===== config.mk =====
export PLATFORM = sky130hd
export DESIGN_NAME = word_tokenizer
export DESIGN_NICKNAME = d
export VERILOG_FILES = /design/src/rtl/tokenizer_pkg.sv /design/src/rtl/tok_char_classify.sv /design/src/rtl/word_tokenizer.sv
export SDC_FILE = /design/constraint.sdc
export NUM_CORES = 1
export LEC_CHECK = 0
export CELL_PAD_IN_SITES_DETAIL_PLACEMENT = 1
export CELL_PAD_IN_SITES_GLOBAL_PLACEMENT = 1
export CORE_MARGIN = 4
export CORE_UTILIZATION = 25
export CTS_CLUSTER_SIZE = 24
export DETAILED_ROUTE_END_ITERATION = 8
export PLACE_DENSITY = 0.62
export SLEW_MARGIN = 20
export SYNTH_ARGS = -nofsm -noshare
export SYNTH_HDL_FRONTEND = slang
export SYNTH_SLANG_ARGS = --single-unit

===== constraint.sdc =====
create_clock -name i_clk -period 5 [get_ports i_clk]
set_input_delay 0.5 -clock i_clk [delete_from_list [all_inputs] [get_ports i_clk]]
set_output_delay 0.5 -clock i_clk [all_outputs]
set_load 0.01 [all_outputs]

===== src/rtl/tokenizer_pkg.sv =====
// Shared definitions for the line tokenizer: FSM state codes, default
// character constants and a delimiter helper for 8-bit character sets.
package tokenizer_pkg;

  localparam logic [1:0] ST_IDLE = 2'd0;
  localparam logic [1:0] ST_SCAN = 2'd1;
  localparam logic [1:0] ST_EMIT = 2'd2;
  localparam logic [1:0] ST_DONE = 2'd3;

  localparam logic [7:0] DEF_EOL = 8'h0A;
  localparam logic [7:0] DEF_WC  = 8'h20;
  localparam logic [7:0] DEF_WC2 = 8'h09;

  function automatic logic is_delim(input logic [7:0] ch, input logic [7:0] wc,
                                    input logic [7:0] wc2);
    return (ch == wc) || (ch == wc2);
  endfunction

endpackage


===== src/rtl/tok_char_classify.sv =====
// Combinational classification of the character under the scan index and the
// one after it: delimiter, and terminator (end of valid length or EOL).
module tok_char_classify
  import tokenizer_pkg::*;
#(
  parameter int WIDTH = 8,
  parameter int IW = 6,
  parameter logic [WIDTH-1:0] EOL = WIDTH'(DEF_EOL),
  parameter logic [WIDTH-1:0] WC  = WIDTH'(DEF_WC),
  parameter logic [WIDTH-1:0] WC2 = WIDTH'(DEF_WC2)
) (
  input  logic [WIDTH-1:0] cur_ch,
  input  logic [WIDTH-1:0] nxt_ch,
  input  logic [IW-1:0]    idx,
  input  logic [IW-1:0]    nxt_idx,
  input  logic [IW-1:0]    len,
  output logic             cur_delim,
  output logic             cur_term,
  output logic             nxt_delim,
  output logic             nxt_term
);

  assign cur_delim = (cur_ch == WC) || (cur_ch == WC2);
  assign nxt_delim = (nxt_ch == WC) || (nxt_ch == WC2);
  assign cur_term  = (idx >= len) || (cur_ch == EOL);
  assign nxt_term  = (nxt_idx >= len) || (nxt_ch == EOL);

endmodule


===== src/rtl/word_tokenizer.sv =====
// Buffers one line and streams its token characters over valid/ready with
// start/end-of-token flags, token length and overflow, closing with an EOL beat.
module word_tokenizer
  import tokenizer_pkg::*;
#(
  parameter int WIDTH = 8,
  parameter int LENGTH = 32,
  parameter int MAX_TOKEN = 16,
  parameter logic [WIDTH-1:0] EOL = WIDTH'(DEF_EOL),
  parameter logic [WIDTH-1:0] WC  = WIDTH'(DEF_WC),
  parameter logic [WIDTH-1:0] WC2 = WIDTH'(DEF_WC2)
) (
  input  logic                           i_clk,
  input  logic                           i_rst_n,
  input  logic                           i_en,
  input  logic [LENGTH*WIDTH-1:0]        i_line,
  input  logic [$clog2(LENGTH+1)-1:0]    i_len,
  input  logic                           i_valid,
  output logic                           o_ready,
  output logic [WIDTH-1:0]               o_data,
  output logic                           o_valid,
  input  logic                           i_ready,
  output logic                           o_sot,
  output logic                           o_eot,
  output logic                           o_eol,
  output logic [$clog2(MAX_TOKEN+1)-1:0] o_tok_len,
  output logic                           o_tok_ovf
);

  localparam int IW  = $clog2(LENGTH + 1);
  localparam int AW  = (LENGTH > 1) ? $clog2(LENGTH) : 1;
  localparam int TLW = $clog2(MAX_TOKEN + 1);
  localparam logic [IW-1:0] LEN_L = IW'(LENGTH);
  localparam logic [IW-1:0] MAX_L = IW'(MAX_TOKEN);

  logic [1:0]              state;
  logic [LENGTH*WIDTH-1:0] line_q;
  logic [IW-1:0]           len_q;
  logic [IW-1:0]           idx;
  logic [IW-1:0]           nxt_idx;
  logic [IW-1:0]           tok_cnt;
  logic [IW-1:0]           cnt_new;
  logic [IW-1:0]           len_in;
  logic [TLW-1:0]          len_sat;
  logic [AW-1:0]           cur_sel;
  logic [AW-1:0]           nxt_sel;
  logic [WIDTH-1:0]        cur_ch;
  logic [WIDTH-1:0]        nxt_ch;
  logic                    cur_delim;
  logic                    cur_term;
  logic                    nxt_delim;
  logic                    nxt_term;
  logic                    take;

  // Reads past the buffer return 0; the length compare marks them terminators.
  always_comb begin
    nxt_idx = idx + IW'(1);
    cur_sel = idx[AW-1:0];
    nxt_sel = nxt_idx[AW-1:0];
    cur_ch  = '0;
    nxt_ch  = '0;
    if (idx < LEN_L) cur_ch = line_q[cur_sel*WIDTH +: WIDTH];
    if (nxt_idx < LEN_L) nxt_ch = line_q[nxt_sel*WIDTH +: WIDTH];
  end

  tok_char_classify #(
    .WIDTH(WIDTH),
    .IW(IW),
    .EOL(EOL),
    .WC(WC),
    .WC2(WC2)
  ) u_classify (
    .cur_ch(cur_ch),
    .nxt_ch(nxt_ch),
    .idx(idx),
    .nxt_idx(nxt_idx),
    .len(len_q),
    .cur_delim(cur_delim),
    .cur_term(cur_term),
    .nxt_delim(nxt_delim),
    .nxt_term(nxt_term)
  );

  always_comb begin
    len_in  = (i_len > LEN_L) ? LEN_L : i_len;
    cnt_new = (state == ST_SCAN) ? IW'(1) : tok_cnt + IW'(1);
    len_sat = (cnt_new > MAX_L) ? TLW'(MAX_TOKEN) : TLW'(cnt_new);
    take    = !cur_term && !cur_delim;
  end

  assign o_ready = (state == ST_IDLE);
  assign o_valid = (state == ST_EMIT) || (state == ST_DONE);

  always_ff @(posedge i_clk or negedge i_rst_n) begin
    if (!i_rst_n) begin
      state     <= ST_IDLE;
      line_q    <= '0;
      len_q     <= '0;
      idx       <= '0;
      tok_cnt   <= '0;
      o_data    <= '0;
      o_sot     <= 1'b0;
      o_eot     <= 1'b0;
      o_eol     <= 1'b0;
      o_tok_len <= '0;
      o_tok_ovf <= 1'b0;
    end else if (i_en) begin
      case (state)
        ST_IDLE: begin
          if (i_valid) begin
            line_q    <= i_line;
            len_q     <= len_in;
            idx       <= '0;
            tok_cnt   <= '0;
            o_tok_ovf <= 1'b0;
            state     <= ST_SCAN;
          end
        end
        ST_SCAN: begin
          if (cur_term) begin
            o_data    <= EOL;
            o_eol     <= 1'b1;
            o_sot     <= 1'b0;
            o_eot     <= 1'b0;
            o_tok_len <= '0;
            state     <= ST_DONE;
          end else if (cur_delim) begin
            idx <= nxt_idx;
          end else begin
            o_data    <= cur_ch;
            o_sot     <= 1'b1;
            o_eot     <= nxt_term || nxt_delim;
            o_tok_len <= len_sat;
            tok_cnt   <= cnt_new;
            idx       <= nxt_idx;
            if (cnt_new > MAX_L) o_tok_ovf <= 1'b1;
            state     <= ST_EMIT;
          end
        end
        ST_EMIT: begin
          // Continue the token without a bubble when the next char belongs to it.
          if (i_ready) begin
            if (take) begin
              o_data    <= cur_ch;
              o_sot     <= 1'b0;
              o_eot     <= nxt_term || nxt_delim;
              o_tok_len <= len_sat;
              tok_cnt   <= cnt_new;
              idx       <= nxt_idx;
              if (cnt_new > MAX_L) o_tok_ovf <= 1'b1;
            end else begin
              state <= ST_SCAN;
            end
          end
        end
        default: begin
          if (i_ready) begin
            o_eol  <= 1'b0;
            o_data <= '0;
            state  <= ST_IDLE;
          end
        end
      endcase
    end
  end

endmodule


# Word-level counts from Yosys, hierarchy flattened
# Cells that the tools add are included.
[op_classes]
addsub = 2
bitwise = 2
shift = 2
n_reduce_logical = 22
eq_ne = 17
mux = 53
order_cmp = 6
[ops]
columns = ["operator", "n"]
rows = [
  ["$shiftx A256 B9 Y8", 2],
  ["$mux W6", 10],
  ["$mux W8", 7],
  ["$pmux W6 S3", 2],
  ["$eq A8 B4 Y1 const B", 4],
  ["$mux W5", 5],
  ["$pmux W8 S3", 1],
  ["$reduce_and A6 Y1", 3],
  ["$eq A8 B6 Y1 const B", 2],
  ["$mux W1", 16],
  ["$ne A2 B2 Y1 const B", 7],
  ["$add A6 B1 Y6 const B", 2],
  ["$ge A6 B6 Y1", 2],
  ["$lt A6 B6 Y1 const B", 2],
  ["$mux W2", 6],
  ["$pmux W5 S2", 1],
  ["$reduce_and A7 Y1", 1],
  ["$gt A6 B5 Y1 const B", 1],
  ["$gt A6 B6 Y1 const B", 1],
  ["$logic_or A1 B1 Y1", 6],
  ["$pmux W1 S2", 3],
  ["$pmux W2 S3", 1],
  ["$reduce_bool A3 Y1", 2],
  ["$reduce_and A5 Y1", 1],
  ["12 further kinds", 16],
]
[word_totals]
wordCells = 115
ff_bits = 293

# Depth between registers and ports, before layout
[depth]
word_depth = 9
depth_mapped = 17

# By module
# A second synthesis with hierarchy kept.
[unflattened]
cells_unflattened = 1066
hier_area_um2 = 15808.9
[by_module_without_submodules]
columns = ["module", "area_per_inst_um2", "cells_each", "instances"]
rows = [
  ["word_tokenizer", 15437.3, 1020, 1],
  ["tok_char_classify", 371.6, 46, 1],
]

# Least setup slack after synthesis
# Ideal clock, no wire load.
[synth_path]
kind = "reg-to-reg"
from = "register idx[0]"
to = "register o_eot"
arrival_ns = 3.814
path_buffers = 5
setup_time_ns = 0.125
stages_incl_launch_ff = 17
slack_ns = 1.061
cell_sequence = "dfrtp_1 > buf_6 > buf_6 > buf_6 > buf_4 > buf_2 > clkinv_1 > ha_1 > nand2b_1 > a21o_1 > a21o_1 > a21o_1 > a21o_1 > a21oi_1 > a31oi_1 > a211oi_4 > mux2_4"
[synth_via]
elab_chain_len = 9
[synth_rtl]
columns = ["item", "line_no", "text"]
rows = [
  ["start, declared", "word_tokenizer.sv:39", "logic [IW-1:0] idx;"],
  ["start signal, assigned", "word_tokenizer.sv:128", "idx <= nxt_idx;"],
  ["start signal, assigned", "word_tokenizer.sv:135", "idx <= nxt_idx;"],
  ["start signal, assigned", "word_tokenizer.sv:149", "idx <= nxt_idx;"],
  ["$add A6 B1 Y6", "word_tokenizer.sv:57", "nxt_idx = idx + IW'(1);"],
  ["$shiftx A256 B9 Y8 / $lt A6 B6 Y1 (equally long branches)", "word_tokenizer.sv:63", "if (nxt_idx < LEN_L) nxt_ch = line_q[nxt_sel*WIDTH +: WIDTH];"],
  ["$mux W8", "word_tokenizer.sv:63", ""],
  ["$eq A8 B4 Y1, or another cell as far along", "tok_char_classify.sv:26", "assign nxt_term = (nxt_idx >= len) || (nxt_ch == EOL);"],
  ["$logic_or A1 B1 Y1, on equally long branches", "tok_char_classify.sv:26, tok_char_classify.sv:24", ""],
  ["$logic_or A1 B1 Y1", "word_tokenizer.sv:132, word_tokenizer.sv:146", ""],
  ["$mux W1, on equally long branches", "word_tokenizer.sv:143, word_tokenizer.sv:127", ""],
  ["$mux W1, on equally long branches", "word_tokenizer.sv:142, word_tokenizer.sv:120", ""],
  ["$pmux W1 S2", "word_tokenizer.sv:108", "case (state)"],
  ["end signal, assigned", "word_tokenizer.sv:132", "o_eot <= nxt_term || nxt_delim;"],
  ["end signal, assigned", "word_tokenizer.sv:146", "o_eot <= nxt_term || nxt_delim;"],
  ["end, declared", "word_tokenizer.sv:24", "output logic o_eot,"],
]
# Several ways; a longest one is shown, not always the timed one. The select of a mux whose other input is x is not followed.
# A chain may end at the register's enable or synchronous reset.

# Worst setup path after layout
[layout_path]
from = "register idx[0]"
to = "register o_data[3]"
[layout_via]
elab_chain_len = 8
[layout_rtl]
columns = ["item", "line_no", "text"]
rows = [
  ["$shiftx A256 B9 Y8 / $lt A6 B6 Y1 (equally long branches)", "word_tokenizer.sv:62", "if (idx < LEN_L) cur_ch = line_q[cur_sel*WIDTH +: WIDTH];"],
  ["$mux W8", "word_tokenizer.sv:62", ""],
  ["$eq A8 B4 Y1, or another cell as far along", "tok_char_classify.sv:25", "assign cur_term = (idx >= len) || (cur_ch == EOL);"],
  ["$logic_or A1 B1 Y1, on equally long branches", "tok_char_classify.sv:25, tok_char_classify.sv:23", ""],
  ["$logic_not A1 Y1", "word_tokenizer.sv:88", "take = !cur_term && !cur_delim;"],
  ["$logic_and A1 B1 Y1", "word_tokenizer.sv:88", ""],
  ["$ne A2 B2 Y1 (no line)", "--", ""],
  ["$reduce_and A6 Y1 (no line)", "--", ""],
  ["end signal, assigned", "word_tokenizer.sv:130", "o_data <= cur_ch;"],
  ["end signal, assigned", "word_tokenizer.sv:144", "o_data <= cur_ch;"],
  ["end, declared", "word_tokenizer.sv:20", "output logic [WIDTH-1:0] o_data,"],
]
# Several ways; a longest one is shown, not always the timed one. The select of a mux whose other input is x is not followed.

==> results_dict.tcl <==
set metrics [dict create \
    place_congestion 0.823 \
    synth.area.top_cells "sky130_fd_sc_hd__dfrtp_1 47%, sky130_fd_sc_hd__mux2_2 19%, sky130_fd_sc_hd__mux4_2 15%, sky130_fd_sc_hd__mux2i_1 2.3%, sky130_fd_sc_hd__ha_1 1.5%" \
    total_leakage_power_nw 8.27 \
    insertion_delay_to_the_later_sink_of_the_worst_skew_pair_ns 0.55 \
    hold_depth 2 \
    synth_edf_count 0 \
    cts.sinks 293 \
    outcome "finished clean" \
    clock.fmax_mhz 236 \
    synth_area_leader_cell "sky130_fd_sc_hd__dfrtp_1" \
    fin_crit_ns 4.23 \
    placement_rows 91 \
    crit-reg2reg-capture "o_data[3]$_DFFE_PN0P_" \
    setup_slack_ns 0.768 \
    combPwrFrac_pct 45.7 \
    synth_xor_area_share_pct 0.508 \
    post_synthesis_simple_gate_area_fraction_pct 6.03 \
    timing_hold_violations_final 0 \
    largest_family_of_logic_cells_by_synthesized_area "multiplexers" \
    worst_slack_on_hold_paths_ns 0.491 \
    mappedNetlistNets 1405 \
    drc_errors 0 \
    drtPass1Iterations 4 \
    yosys.cell_types.count 75 \
    regToRegStartpoint "idx[0]$_DFFE_PN0P_" \
    tritoncts.num_buffers 37 \
    hpwlAfterDp_mm 41.6 \
    cp_startpoint_kind "flop" \
    violation_count_after_the_first_detailed_routing_iteration 704 \
    total_switching_power_mw 5.27 \
    fillerInstances 6525 \
    grt_pass1_vias 12100 \
    seqPwrFrac_pct 34.3 \
    fin_crit_sh_pct 84.6 \
    grt_start_max_net_pins 103 \
    seq_area_frac_synth_pct 46.5 \
    timing_max_transition_violations_final 0 \
    routedWlPerCell_microns 24.0 \
    drive_gt1_share_pct 33.2 \
    clock_path_buffers 3 \
    worstMarginPinSlew_ns 0.974 \
    cts_post_setup_buffers_inserted 0 \
    finClkSkew_ns 0.0153 \
    critical_path.cell_chain "buf_4 -> mux4_2 -> a211oi_1 -> nor4_4 -> nor4b_1 -> or2_1 -> a41oi_1 -> o211ai_4 -> mux2_1" \
    cell_area_after_synthesis_sq_um 15800 \
    avgSynthCellArea_sq_um 14.1 \
    cts.htree.levels 2 \
    p_int_mw 8.77 \
    critical_path_arrival_ns 4.65 \
    antenna_found_initial 4 \
    synth_compound_area_share_pct 5.71 \
    final-setup-viol-count 0 \
    flip_flop_and_latch_count_after_synthesis 293 \
    route.detailed.vias_per_inst 4.86 \
    worst-setup-path-type "reg -> reg" \
    final_nets 1671 \
    worst-r2r-setup-slack_ns 0.77 \
    maxCapViolations 0 \
    postSynth.topFlopCell "sky130_fd_sc_hd__dfrtp_1" \
    synthTopCellsByCount "293 x sky130_fd_sc_hd__dfrtp_1, 259 x sky130_fd_sc_hd__mux2_2, 102 x sky130_fd_sc_hd__mux4_2" \
    wirelength_mm 54.0 \
    power.clock.fraction_pct 20.0 \
    power-per-cell-area_nw_per_um2 676 \
    net_switching_fraction_of_the_power_pct 37.6 \
    via_count 11000 \
    global_route.overflow_total 0 \
    global_route_wire_length_before_repair_mm 80.7 \
    cts.root.buffer_cell "sky130_fd_sc_hd__clkbuf_16" \
    initial_core_util_pct 25.4 \
    max_slew_margin_pct 34.8 \
    syn_inst 1119 \
    ctsResizeCount 0 \
    ioPinCount 286 \
    peakVddDrop_v 0.000307 \
    worst_r2r_path_depth 9 \
    synth-async-reset-ratio_pct 100 \
    setup.worst_path.start "idx[0]$_DFFE_PN0P_" \
    synth_top_area_share_pct 46.5 \
    clk_transition_reported_paths_ns 0.06 \
    core_region_area_sq_um 62100 \
    buffers_added_on_ports 285 \
    cts_tree "yes" \
    width_of_the_die_microns 259 \
    detailedPlace.worstSlack_ns 0.785 \
    tns_ns 0 \
    postRouteAntennaNets 0 \
    hold_path_startpoint "len_q[4]$_DFFE_PN0P_" \
    synth.most_common_cell "sky130_fd_sc_hd__dfrtp_1" \
    timing.critical_path.fanout_max 34 \
    critPathRequiredTime_ns 5.42 \
    max_stage_delay_ns 0.81 \
    layout-area-overhead-vs-synth_pct 31.8 \
    min_to "len_q[4]$_DFFE_PN0P_" \
    groute.usage.overall_pct 15.9 \
    postCtsHoldBufs 1 \
    min-delay-path-class "reg -> reg" \
    worst_setup_path_end_kind "flop" \
    synthMuxAreaShare_pct 36.7 \
    slowest_stage "sky130_fd_sc_hd__dfrtp_4" \
    yosys.area_share.adder_pct 1.51 \
    chipHeight_microns 259 \
    die_area_sq_um 67100 \
    unrepaired_setup_endpoints_after_global_routing "no" \
    ys_warn_count 0 \
]
-- worst max-delay path by stage --
stage / end / slack (ns) / cells past startpoint
CTS: o_data[3]$_DFFE_PN0P_ / 0.77 / 9
floorplan: o_eot$_DFFE_PN0P_ / 1.06 / 16
global route: tok_cnt[2]$_DFFE_PN0P_ / 0.50 / 9
finish: o_data[3]$_DFFE_PN0P_ / 0.77 / 9
global placement: idx[2]$_DFFE_PN0P_ / 0.87 / 10
detailed placement: o_tok_ovf$_DFFE_PN0P_ / 0.79 / 10
-- metrics by stage --
stage	area, sq um	utilization [%]	instances	power, mW
final	20800	33.5	2254	14.0
after global placement	19500	31.4	2182	11.1
after floorplan	15800	-	1119	8.99
after CTS	20800	33.5	2250	14.2
after detailed placement	19500	31.4	2182	11.3
after global routing	20800	33.5	2252	14.9
-- metal layers --
| layer | vias up | part of all wire [%] | track usage [%] |
|---|---|---|---|
| met4 | 2 | 2.1 | 4.38 |
| met5 | - | 0.024 | 0 |
| met2 | 295 | 48 | 25.9 |
| met1 | 5790 | 45 | 22.0 |
| li1 | 4824 | - | - |
| met3 | 54 | 4.6 | 2.71 |
-- registers in the layout (all words and copies together) (netlist names), 2 cells and up --
name       count
o_tok_len      5
state          2
o_data         8
idx            6
line_q       256
tok_cnt        6
len_q          6
-- cells by family (layout without fill, tap and decap cells) --
group,count (synthesis),in the layout
simple gates,173,173
other cells,0,4
buf+inv,93,387
fa+ha+maj,19,19
xor+xnor,7,7
flops,293,293
compound gates,121,121
mux,413,413
-- cells in the final DEF, fill, tap and decap left out, drive strengths merged, types with 3 or more instances in the layout --
cell,netlist,layout
a22oi,6,6
a211oi,17,17
mux2i,37,37
o31ai,10,10
a21o,6,6
nor3,11,11
o22ai,6,6
clkinv,2,8
o311ai,6,6
mux2,274,274
nor3b,6,6
clkdlybuf4s50,0,284
or4,4,4
mux4,102,102
xor2,4,4
clkbuf,43,54
dfrtp,293,293
nand3,11,11
nor4,19,19
or3,3,3
ha,19,19
buf,32,17
diode,0,4
o21ai,22,22
nand2,41,41
nor2,38,38
bufinv,0,3
and3,5,5
nand2b,10,10
a211o,3,3
inv,16,19
a21oi,21,21
xnor2,3,3
nor2b,15,15
-- critical path: cells and delay by family, from the launching register on --
family	cells	cell delay, ns
DFF	1	0.81
buffers and inverters	1	0.35
AOI/OAI and AO/OA	3	1.08
muxes	2	0.92
and+or+nand+nor	3	0.92
-- power groups by stage --
stage	registers [mW]	clock network [mW]	logic (mW)
2_1_floorplan	4.15	0	4.84
3_3_place_gp	4.79	0	6.27
3_5_place_dp	4.84	0	6.45
4_1_cts	4.81	2.91	6.49
5_1_grt	4.97	3.00	6.94
6_report	4.82	2.81	6.41
-- area by class of cell --
cell class | instances | area [sq um] | share of cell area [%]
Clock inverter | 13 | 161 | 0.777
Inverter | 18 | 67.6 | 0.325
Antenna cell | 4 | 10.0 | 0.0482
Clock buffer | 54 | 1120 | 5.40
Sequential cell | 293 | 7340 | 35.3
Timing Repair Buffer | 302 | 3050 | 14.7
Tap cell | 837 | 1050 | 5.04
Multi-Input combinational cell | 733 | 7970 | 38.4
No activity file was read; power rests on OpenSTA's default activity.
